File: config.mk
export PLATFORM = sky130hd
export DESIGN_NAME = rc5_core_arbiter
export DESIGN_NICKNAME = d
export VERILOG_FILES = /design/src/rtl/rc5_pkg.sv /design/src/rtl/rc5_core_arbiter_rr_grant.sv /design/src/rtl/rc5_core_arbiter.sv
export SDC_FILE = /design/constraint.sdc
export NUM_CORES = 1
export LEC_CHECK = 0
export CORE_AREA = 2 2 280 282
export DETAILED_ROUTE_END_ITERATION = 10
export DIE_AREA = 0 0 282 284
export PLACE_DENSITY_LB_ADDON = 0.12
export SETUP_SLACK_MARGIN = 0.02
export SYNTH_ARGS = -nofsm -noshare
export SYNTH_HDL_FRONTEND = slang
export SYNTH_SLANG_ARGS = --single-unit
File: constraint.sdc
create_clock -name clk -period 5.75 [get_ports clk]
set_input_delay 0.575 -clock clk [delete_from_list [all_inputs] [get_ports clk]]
set_output_delay 0.575 -clock clk [all_outputs]
set_load 0.01 [all_outputs]
File: src/rtl/rc5_pkg.sv
// rc5_pkg: shared widths, arbiter state encoding and operand bundle for the RC5 core
package rc5_pkg;
  localparam int RC5_BLOCK_W = 64;
  localparam int RC5_KEY_W = 128;
  typedef enum logic [1:0] {IDLE = 2'd0, ISSUE = 2'd1, WAIT = 2'd2, RESP = 2'd3} arb_state_t;
  typedef struct packed {
    logic decrypt;
    logic [RC5_BLOCK_W-1:0] data;
    logic [RC5_KEY_W-1:0] key;
  } rc5_op_t;
endpackage

File: src/rtl/rc5_core_arbiter_rr_grant.sv
// rr_grant: combinational round-robin picker, first request at or after ptr
module rr_grant #(
  parameter int N = 2,
  parameter int IW = (N > 1) ? $clog2(N) : 1
) (
  input  logic [N-1:0]  req,
  input  logic [IW-1:0] ptr,
  output logic [N-1:0]  grant,
  output logic [IW-1:0] idx,
  output logic          any
);
  // scan from farthest to nearest so the request closest to ptr is written last
  always_comb begin
    idx = '0;
    for (int k = N - 1; k >= 0; k--)
      if (req[(int'(ptr) + k) % N]) idx = IW'((int'(ptr) + k) % N);
  end
  assign any = |req;
  assign grant = any ? (N'(1) << idx) : '0;
endmodule

File: src/rtl/rc5_core_arbiter.sv
// rc5_core_arbiter: shares one RC5 core between NUM_REQ requesters with round-robin grant and watchdog
module rc5_core_arbiter
  import rc5_pkg::*;
#(
  parameter int NUM_REQ = 2,
  parameter int TIMEOUT_CYCLES = 1024,
  parameter int CNT_W = 11
) (
  input  logic                         clk,
  input  logic                         rst,
  input  logic [NUM_REQ-1:0]           req_valid,
  output logic [NUM_REQ-1:0]           req_ready,
  input  logic [NUM_REQ-1:0]           req_decrypt,
  input  logic [NUM_REQ*RC5_BLOCK_W-1:0] req_data,
  input  logic [NUM_REQ*RC5_KEY_W-1:0] req_key,
  output logic [NUM_REQ-1:0]           rsp_valid,
  input  logic [NUM_REQ-1:0]           rsp_ready,
  output logic [RC5_BLOCK_W-1:0]       rsp_data,
  output logic                         rsp_error,
  output logic                         core_start,
  output logic                         core_decrypt,
  output logic [RC5_BLOCK_W-1:0]       core_data_in,
  output logic [RC5_KEY_W-1:0]         core_key,
  input  logic [RC5_BLOCK_W-1:0]       core_data_out,
  input  logic                         core_done,
  output logic                         busy
);
  localparam int IW = (NUM_REQ > 1) ? $clog2(NUM_REQ) : 1;
  arb_state_t state;
  rc5_op_t op;
  logic [IW-1:0] rr_ptr, owner, g_idx;
  logic [NUM_REQ-1:0] g_oh;
  logic g_any, done_q, fire;
  logic [CNT_W-1:0] wd;
  rr_grant #(.N(NUM_REQ), .IW(IW)) u_rr (
    .req(req_valid),
    .ptr(rr_ptr),
    .grant(g_oh),
    .idx(g_idx),
    .any(g_any)
  );
  assign fire = core_done & ~done_q;
  assign req_ready = (state == IDLE) ? g_oh : '0;
  assign rsp_valid = (state == RESP) ? (NUM_REQ'(1) << owner) : '0;
  assign core_start = state == ISSUE;
  assign busy = state != IDLE;
  assign core_decrypt = op.decrypt;
  assign core_data_in = op.data;
  assign core_key = op.key;
  // arbitration FSM: grant and latch, pulse start, wait for a done edge or watchdog, hold response
  always_ff @(posedge clk) begin
    if (rst) begin
      state <= IDLE;
      rr_ptr <= '0;
      owner <= '0;
      op <= '0;
      done_q <= 1'b0;
      wd <= '0;
      rsp_data <= '0;
      rsp_error <= 1'b0;
    end else begin
      done_q <= core_done;
      case (state)
        IDLE: if (g_any) begin
          op <= '{decrypt: req_decrypt[g_idx],
                  data: req_data[int'(g_idx)*RC5_BLOCK_W +: RC5_BLOCK_W],
                  key: req_key[int'(g_idx)*RC5_KEY_W +: RC5_KEY_W]};
          owner <= g_idx;
          rr_ptr <= (g_idx == IW'(NUM_REQ - 1)) ? '0 : g_idx + 1'b1;
          state <= ISSUE;
        end
        ISSUE: begin
          wd <= '0;
          state <= WAIT;
        end
        WAIT: if (fire) begin
          rsp_data <= core_data_out;
          rsp_error <= 1'b0;
          state <= RESP;
        end else if (wd == CNT_W'(TIMEOUT_CYCLES - 1)) begin
          rsp_data <= '0;
          rsp_error <= 1'b1;
          state <= RESP;
        end else wd <= wd + 1'b1;
        RESP: if (rsp_ready[owner]) state <= IDLE;
        default: state <= IDLE;
      endcase
    end
  end
endmodule

==> reports/qor.csv <==
metric;value;unit
worst-setup-path-type;flip-flop to flip-flop;
synthToLayoutAreaGrowth;98.6;%
final_weighted_congestion_of_routability_driven_global_placement;0.808;
clk-insertion-delay-late;0.55;ns
tritoncts_clock_tree;done;
regToRegStartpoint;state[0];
dr_total_vias;11000;
edff_count_synth;0;
rows;102;
final_layout_size_suffix_gt1_share;5.41;%
cts_inserted_buffers;40;
dieWidth;282;microns
nFillCells;8183;
worst_r2r_path_depth;6;
fin_nets;2063;
via_per_inst;4.10;
drt_iter0_markers;1046;
crit_path_start_kind;flip-flop;
max_freq;352;MHz
syn_inst;927;
groute.usage.overall;12.6;%
clk_pin_slew;0.05;ns
final.period_utilization;49.5;%
io_pins;721;
area_of_the_multi_input_gates;3900;sq um
number_of_failing_hold_endpoints_at_the_final_stage;0;
post-synth-top-area-cell;dfxtp_1;
clock_tree.buffer_depth;3;
ff2ff_setup_slack;2.91;ns
total_of_flip_flops_plus_latches_after_synthesis;274;
power_density;399;nW/um^2
die_area;80100;sq um
synth.top_cells.by_area;dfxtp_1, a222oi_1, nor2_1;
postRouteAntennaNets;0;
worst-path-max-fanout;40;
cts_post_setup_buffers_inserted;0;
drv_cap;0;
post-route-min-period;2.84;ns
worst_r2r_endpoint;rsp_data[49];
netlist-cell-type-count;43;
outcome;completed;
post_synth.cell_area_avg;10.6;sq um
rsz0062_at_grt;false;
synthArstFlopShare;0;%
grt_antenna_before_repair;7;
total_leakage_power;6.89;nW
actual_slew_at_the_worst_max_slew_pin;1.21;ns
clock-root-buffer;clkbuf_16;
critical_path.endpoint_type;flip-flop;
worstSetupEndpoint;rsp_data[49];
synth_warnings;0;
critPathRequiredTime;6.23;ns
hold_buffers;0;
syn-num-nets;1389;
place.port_buffers;720;
initial_core_util;12.7;%
p_total;7.76;mW
sequential_cell_area;5490;sq um
report.final.slew_viol_count;0;
yosysSeqAreaShare;56.0;%
core_region_area;77000;sq um
wl_per_cell;20.3;microns
globalRouteOverflowTotal;0;
drc;0;
wire_length_of_the_first_global_routing_pass;75200;microns
cts_htree_levels;2;
drtPass1Iterations;10;
tns;0;ns
post_cts_resize_count;0;
postSynth.topFlopCell;dfxtp_1;
worst_slew_margin_rel;19.3;%
synthDominantCellAreaShare;56.0;%
fp.dieH;284;microns
cts.sinks;274;
grt_pass1_vias;10800;
setup_viol;0;
worst_hold_path_type;input pin to flip-flop;
irDropWorstVdd;0.000252;V
dp.final_hpwl;38000;microns
finalClockSkew;0.0237;ns
worst_setup_path_startpoint;state[0];
worst-endpoint-arrival;3.33;ns
grt_max_degree;163;
mapped_area;9790;sq um
wirelength;54300;microns
[metal layers]
layer  global-route usage, %  vias up  routed length, microns  share of wire, %
met5                       0        -                      25             0.046
met4                    4.00        4                    1270               2.3
met3                    3.92       71                    4770               8.8
met2                    22.7      502                   28000                52
met1                    13.8     5312                   20300                37
li1                        -     5082                       -                 -
[worst max-delay path, stage by stage (launching register included)]
cell	delay (ns)
dfxtp_1	0.33
inv_1	0.09
ha_1	0.59
nand2_1	0.24
nor2_4	0.84
buf_4	0.45
a22o_1	0.20
[final cells by class]
class / instances / area share (%)
Antenna cell: 5 / 0.0643
Clock buffer: 54 / 5.78
Clock inverter: 15 / 1.22
Inverter: 8 / 0.154
Multi-Input combinational cell: 544 / 20.0
Sequential cell: 274 / 28.2
Tap cell: 1040 / 6.69
Timing Repair Buffer: 733 / 37.8
[flip-flops by register name (all words and copies together), names as in the netlist]
name          cells
core_data_in     64
core_decrypt      1
core_key        128
done_q            1
owner             1
rr_ptr            1
rsp_data         64
rsp_error         1
state             2
wd               11
[layout by cell type, fill, tap and decap left out, types with 6 or more instances in the layout]
cell type        netlist  layout
dfxtp_1              274     274
a21oi_1                9       7
a22o_1                64      64
inv_1                  7       7
nand2_1               18      18
bufinv_16              0       6
a222oi_1             193     193
clkbuf_16              0      41
buf_4                  0       9
clkbuf_1              89       8
clkdlybuf4s50_1        0     719
nor2_1               200     199
[Yosys cell counts (4+ instances only)]
cell and instances:
o311ai_0 4, a21oi_1 9, o21ai_0 4, dfxtp_1 274
clkbuf_1 89, nand3_1 4, nor2_1 200, a22o_1 64
buf_1 6, buf_6 6, inv_1 7, a31oi_1 5
a222oi_1 193, nand2_1 18, ha_1 5
[how the worst min path moves through the flow]
| stage | start | endpoint | slack [ns] | depth (start not counted) |
|---|---|---|---|---|
| 2_1_floorplan | state[1] | state[1] | 0.47 | 2 |
| 3_3_place_gp | rsp_data[30] | rsp_data[30] | 0.46 | 1 |
| 3_5_place_dp | rsp_data[14] | rsp_data[14] | 0.45 | 1 |
| 4_1_cts | rst | core_data_in[52] | 0.43 | 2 |
| 5_1_grt | rst | core_data_in[62] | 0.45 | 2 |
| 6_report | rst | core_data_in[62] | 0.45 | 2 |
[power by group]
group | switching (mW) | internal (mW) | leakage, nW | total [mW]
logic | 1.34 | 1.36 | 3.98 | 2.71
registers | 0.200 | 2.26 | 2.24 | 2.46
clock network | 0.965 | 1.63 | 0.664 | 2.60
[through the flow]
stage	utilization, %	instances	setup slack, ns	cell area, sq um	hold WS (ns)
CTS	25.3	2668	2.82	19400	0.427
global placement	23.5	2599	2.67	18100	0.459
floorplan	-	927	3.82	9790	0.468
global route	25.3	2673	2.60	19400	0.453
finish	25.3	2673	2.91	19400	0.452
detailed placement	23.5	2599	2.63	18100	0.453
[kinds of logic after synthesis]
logic type | share of synthesized area, %
compound gates | 28.2
fa+ha+maj | 0.639
buf+inv | 4.64
flops | 56.0
mux | 0.205
simple gates | 10.3
(Power assumes the default switching activity.)
